<file path="src/rtl/c17_test_sequencer.sv">
// c17_test_sequencer: applies counter/LFSR patterns to a c17 DUT and scores
// its response against a built-in golden c17. Define MISR_EN for the signature MISR.
module c17_test_sequencer #(
  parameter int PAT_W = 5,
  parameter int OUT_W = 2,
  parameter int CNT_W = 16,
  parameter int SETTLE = 2,
  parameter logic [PAT_W-1:0] LFSR_SEED = 5'h1F
) (
  input  logic             clk,
  input  logic             rst_n,
  input  logic             start,
  input  logic             abort,
  input  logic             mode,
  input  logic [CNT_W-1:0] num_pat,
  output logic [PAT_W-1:0] dut_in,
  input  logic [OUT_W-1:0] dut_out,
  output logic             busy,
  output logic             done,
  output logic [CNT_W-1:0] mismatch_cnt,
  output logic             first_fail_vld,
  output logic [PAT_W-1:0] first_fail_pat,
  output logic [15:0]      signature
);

  localparam int SW = (SETTLE < 1) ? 1 : $clog2(SETTLE + 1);
  localparam logic [PAT_W-1:0] SEED =
    (LFSR_SEED == '0) ? PAT_W'(1) : LFSR_SEED;

  typedef enum logic [2:0] {
    st_idle,
    st_drive,
    st_wait,
    st_sample,
    st_done
  } state_t;

  state_t state_q, state_d;

  logic             mode_q;
  logic [CNT_W-1:0] num_q;
  logic [CNT_W-1:0] idx_q;
  logic [CNT_W-1:0] idx_nxt;
  logic [SW-1:0]    cnt_q;

  logic clear, accept, smp, adv;
  logic cnt_ld, cnt_dec;
  logic last, miss;

  logic n10, n11, n16, n19;
  logic [OUT_W-1:0] gold;
  logic [PAT_W-1:0] lfsr_nxt;

  // golden c17 on {N1,N2,N3,N6,N7}
  assign n10  = ~(dut_in[4] & dut_in[2]);
  assign n11  = ~(dut_in[2] & dut_in[1]);
  assign n16  = ~(dut_in[3] & n11);
  assign n19  = ~(n11 & dut_in[0]);
  assign gold = {~(n10 & n16), ~(n16 & n19)};

  assign miss     = (dut_out != gold);
  assign idx_nxt  = idx_q + CNT_W'(1);
  assign lfsr_nxt = {dut_in[3:0], dut_in[4] ^ dut_in[2]};
  assign last     = (idx_q == num_q - CNT_W'(1));

  assign busy = (state_q != st_idle);
  assign done = (state_q == st_done);

  always_ff @(posedge clk or negedge rst_n) begin
    if (!rst_n) state_q <= st_idle;
    else        state_q <= state_d;
  end

  always_comb begin
    state_d = state_q;
    clear   = 1'b0;
    accept  = 1'b0;
    smp     = 1'b0;
    adv     = 1'b0;
    cnt_ld  = 1'b0;
    cnt_dec = 1'b0;
    unique case (state_q)
      st_idle: begin
        if (start) begin
          clear = 1'b1;
          if (num_pat != '0) begin
            accept  = 1'b1;
            state_d = st_drive;
          end else begin
            state_d = st_done;
          end
        end
      end
      st_drive: begin
        cnt_ld  = 1'b1;
        state_d = (SETTLE > 0) ? st_wait : st_sample;
      end
      st_wait: begin
        cnt_dec = 1'b1;
        if (cnt_q <= SW'(1)) state_d = st_sample;
      end
      st_sample: begin
        smp = 1'b1;
        if (last) begin
          state_d = st_done;
        end else begin
          adv     = 1'b1;
          state_d = st_drive;
        end
      end
      st_done: state_d = st_idle;
      default: state_d = st_idle;
    endcase
    // abort wins and must leave results untouched
    if (abort && state_q != st_idle) begin
      state_d = st_idle;
      smp     = 1'b0;
      adv     = 1'b0;
      cnt_ld  = 1'b0;
      cnt_dec = 1'b0;
    end
  end

  always_ff @(posedge clk or negedge rst_n) begin
    if (!rst_n) begin
      dut_in         <= '0;
      mode_q         <= 1'b0;
      num_q          <= '0;
      idx_q          <= '0;
      cnt_q          <= '0;
      mismatch_cnt   <= '0;
      first_fail_vld <= 1'b0;
      first_fail_pat <= '0;
    end else begin
      if (cnt_ld)       cnt_q <= SW'(SETTLE);
      else if (cnt_dec) cnt_q <= cnt_q - SW'(1);
      if (clear) begin
        mismatch_cnt   <= '0;
        first_fail_vld <= 1'b0;
        first_fail_pat <= '0;
      end
      if (accept) begin
        mode_q <= mode;
        num_q  <= num_pat;
        idx_q  <= '0;
        dut_in <= mode ? SEED : '0;
      end
      if (smp && miss) begin
        if (mismatch_cnt != '1) mismatch_cnt <= mismatch_cnt + CNT_W'(1);
        if (!first_fail_vld) begin
          first_fail_vld <= 1'b1;
          first_fail_pat <= dut_in;
        end
      end
      if (adv) begin
        idx_q  <= idx_nxt;
        dut_in <= mode_q ? lfsr_nxt : idx_nxt[PAT_W-1:0];
      end
    end
  end

`ifdef MISR_EN
  logic [15:0] sig_q;

  always_ff @(posedge clk or negedge rst_n) begin
    if (!rst_n)     sig_q <= 16'hFFFF;
    else if (clear) sig_q <= 16'hFFFF;
    else if (smp)
      sig_q <= {sig_q[14:0], 1'b0}
             ^ (sig_q[15] ? 16'h1021 : 16'h0000)
             ^ {{(16-OUT_W){1'b0}}, dut_out};
  end

  assign signature = sig_q;
`else
  assign signature = 16'h0000;
`endif

endmodule

</file>
<file path="config.mk">
export PLATFORM = sky130hd
export DESIGN_NAME = c17_test_sequencer
export DESIGN_NICKNAME = d
export VERILOG_FILES = /design/src/rtl/c17_test_sequencer.sv
export SDC_FILE = /design/constraint.sdc
export NUM_CORES = 1
export LEC_CHECK = 0
export ABC_AREA = 1
export CAP_MARGIN = 20
export CORE_AREA = 2 2 131 133
export DETAILED_ROUTE_END_ITERATION = 8
export DIE_AREA = 0 0 133 135
export SYNTH_ARGS = -nofsm -noshare
export SYNTH_HDL_FRONTEND = slang
export SYNTH_SLANG_ARGS = --single-unit
</file>
<file path="constraint.sdc">
create_clock -name clk -period 1.9 [get_ports clk]
set_input_delay 0.38 -clock clk [delete_from_list [all_inputs] [get_ports clk]]
set_output_delay 0.38 -clock clk [all_outputs]
set_load 0.01 [all_outputs]
</file>
==> flow_metrics.env <==
export IMPL_hold_path_class="input pin to asynchronous set/reset pin"
export IMPL_violations="negative setup slack"
export IMPL_clockRootBuffer="clkbuf_16"
export IMPL_fmax_ghz=0.498
export IMPL_start_kind="flop"
export IMPL_antenna_left=0
export IMPL_setup_viol=22
export IMPL_yosysSeqAreaShare=0.398
export IMPL_clock_latency_ps=340
export IMPL_grt_ovfl_total=0
export IMPL_dpl_hpwl_mm=7.61
export IMPL_row_count=47
export IMPL_grt_pass1_vias=3599
export IMPL_finalClockSkew_ps=10.2
export IMPL_irDropWorstVdd_v=0.000429
export IMPL_nNetsFinal=688
export IMPL_yosysUniqueCellTypes=44
export IMPL_start_util=0.249
export IMPL_fin_total_pwr_mw=6.68
export IMPL_synth_area_um2=4090
export IMPL_via_per_inst=4.34
export IMPL_ys_warn_count=0
export IMPL_grt_pass1_wl_mm=17.2
export IMPL_min_period_over_period=1.06
export IMPL_maxCapViolCount=0
export IMPL_p_leak_nw=2.61
export IMPL_track_usage=0.117
export IMPL_antenna_found_initial=0
export IMPL_route_met3_wl_um=395
export IMPL_grt_max_degree=66
export IMPL_dr_wl_met2_mm=4.89
export IMPL_cts_sinks=65
export IMPL_setup_ws_ps=-110
export IMPL_timing_hold_ws_ps=58.8
export IMPL_r2r_cells=12
export IMPL_wl_per_cell_um=11.7
export IMPL_ys_async_sr_fraction=1.00
export IMPL_drc=0
export IMPL_cts_made_buffers=9
export IMPL_status="finished, violations left"
export IMPL_cts_tree="done"
export IMPL_rsz0062_at_grt="true"
export IMPL_syn_inst=538
export IMPL_io_pins=68
export IMPL_syn2layout_area_growth_pct=40.5
export IMPL_crit_type="flop to flop"
export IMPL_worst_ep_required_time_ps=2160
export IMPL_io_buffers=51
export IMPL_ys_flop_type="dfrtp_1"
export IMPL_wl_mm=10.3
export IMPL_drv_slew=0
export IMPL_clk_pin_slew_worst_paths_ps=60
export IMPL_ys_ff_latch=65
export IMPL_met1Wirelength_mm=4.80
export IMPL_end_kind="flop"
export IMPL_setup_tns_ps=-1630
export IMPL_place_ws_ps=-391
export IMPL_num_vias=3833
export IMPL_min_period_ps=2010
export IMPL_gp_congestion=0.828
export IMPL_topRoutingLayerUsed="met4"
export IMPL_htreeDepth=3
export IMPL_synth_edf_count=0
export IMPL_initialDrtViolationCount=197
export IMPL_hold_viol_final=0
export IMPL_fillCellCount=1698
export IMPL_hold_buffers=0
export IMPL_arrival_ps=2270
export IMPL_drtPass1Iterations=5
export IMPL_die_h_um=135
export IMPL_n_antenna_cell=0
export IMPL_die_area_um2=18000
export IMPL_die_w_um=133
export IMPL_avgSynthCellArea_um2=7.60
export IMPL_power_density_nw_per_um2=1160
export IMPL_drive_gt1_frac=0.220
export IMPL_clk_path_buf_depth=2
export IMPL_path_max_fanout=10
export IMPL_core_um2=16400
worst max-delay path, cell delays in order, from the launching register on:
cell       delay (ps)
dfrtp_1           390
buf_6             120
nor2_4            110
nand2_2            80
nor2_4            170
buf_4             140
xnor3_1           210
nor2_2            150
nand3_4           110
nand3_4           120
clkbuf_16         180
nand3_1            80
o21ai_2            60
state kept, by name, summed over array words and instances, names as in the netlist:
signal and flops:
mode_q 1, mismatch_cnt 16, dut_in 5, first_fail_pat 5
num_q 16, state_q 3, cnt_q 2, first_fail_vld 1
idx_q 16
power by group:
group | leakage, nW | internal [mW] | switching, mW
logic | 1.60 | 1.34 | 1.64
registers | 0.863 | 1.70 | 0.325
clock network | 0.144 | 1.04 | 0.633
layer usage:
| layer | GRT usage | vias to the layer above |
|---|---|---|
| met5 | 0 | - |
| met4 | 0.0430 | 0 |
| met3 | 0.0236 | 16 |
| met2 | 0.199 | 66 |
| met1 | 0.148 | 1780 |
| li1 | - | 1971 |
cell usage in the layout (no fill, tap or decap), drive strengths merged, types with 4 or more instances in the layout:
cell	n
o21ai	46
buf	72
inv	62
xnor2	7
clkbuf	11
nand4	11
nand3	65
nand2	136
dfrtp	65
ha	5
clkdlybuf4s50	48
nor3	17
conb	16
xor2	18
nor2	47
a21oi	9
nor4	4
cells in the mapped netlist, types with 2 or more instances:
library cell | n | area, µm²
a21oi_1 | 9 | 45.0
buf_2 | 4 | 20.0
buf_4 | 16 | 120
clkbuf_1 | 3 | 11.3
dfrtp_1 | 65 | 1630
ha_1 | 5 | 62.6
inv_1 | 59 | 221
inv_2 | 2 | 7.51
nand2_1 | 135 | 507
nand3_1 | 61 | 305
nand3_2 | 2 | 20.0
nand3_4 | 2 | 35.0
nand3b_1 | 2 | 15.0
nand4_1 | 11 | 68.8
nor2_1 | 42 | 158
nor2_2 | 3 | 18.8
nor2_4 | 2 | 22.5
nor3_1 | 10 | 50.1
nor3_2 | 6 | 60.1
nor3b_1 | 2 | 15.0
nor4_1 | 4 | 25.0
o21ai_0 | 37 | 185
o21ai_1 | 2 | 10.0
o21ai_2 | 7 | 61.3
o22ai_1 | 3 | 18.8
or2_2 | 3 | 18.8
xnor2_1 | 7 | 61.3
xor2_1 | 18 | 158
final timing paths:
path | start | end | slack (ps)
setup / recovery | num_q[1] | idx_q[10] | -110
hold / removal | rst_n | num_q[14] | 60
setup reg to reg | num_q[1] | idx_q[10] | -110
hold reg to reg | num_q[15] | num_q[15] | 500
max in group asynchronous | rst_n | state_q[2] | 1530
min in group clk | num_q[15] | num_q[15] | 500
per-stage QoR:
stage          area (µm²)  std cells   util
2_1_floorplan        4150        553      -
3_3_place_gp         5300        866  0.323
3_5_place_dp         5300        866  0.323
4_1_cts              5640        881  0.344
5_1_grt              5750        884  0.350
6_report             5750        884  0.350
logic make-up (layout without fill, tap and decap cells):
group                    Yosys count  count (layout)  synth area share
flip-flops                        65              65             0.398
buffers and inverters             89             200             0.106
AO/OA/AOI/OAI                     61              61            0.0844
adder cells (fa/ha/maj)            5               5            0.0153
multiplexers                       1               1           0.00245
other                              1              16          0.000917
AND/OR/NAND/NOR                  290             290             0.334
XOR/XNOR                          26              26            0.0590
layout make-up:
type	instances	area, µm²	area share
clock buffers	10	239	0.0416
clock inverters	5	56.3	0.00980
inverters	62	233	0.0405
multi-input cells	399	2190	0.381
flip-flops and latches	65	1630	0.283
well taps	220	275	0.0479
repair buffers	123	1130	0.196
what timing repair did:
| action | in CTS | in global routing |
|---|---|---|
| buffers inserted | 0 | 2 |
| endpoints found under the setup margin | 35 | 51 |
| resized for setup | 15 | 26 |
| pin swaps | 2 | 7 |
| gates cloned | 0 | 1 |
(Power assumes the default switching activity.)
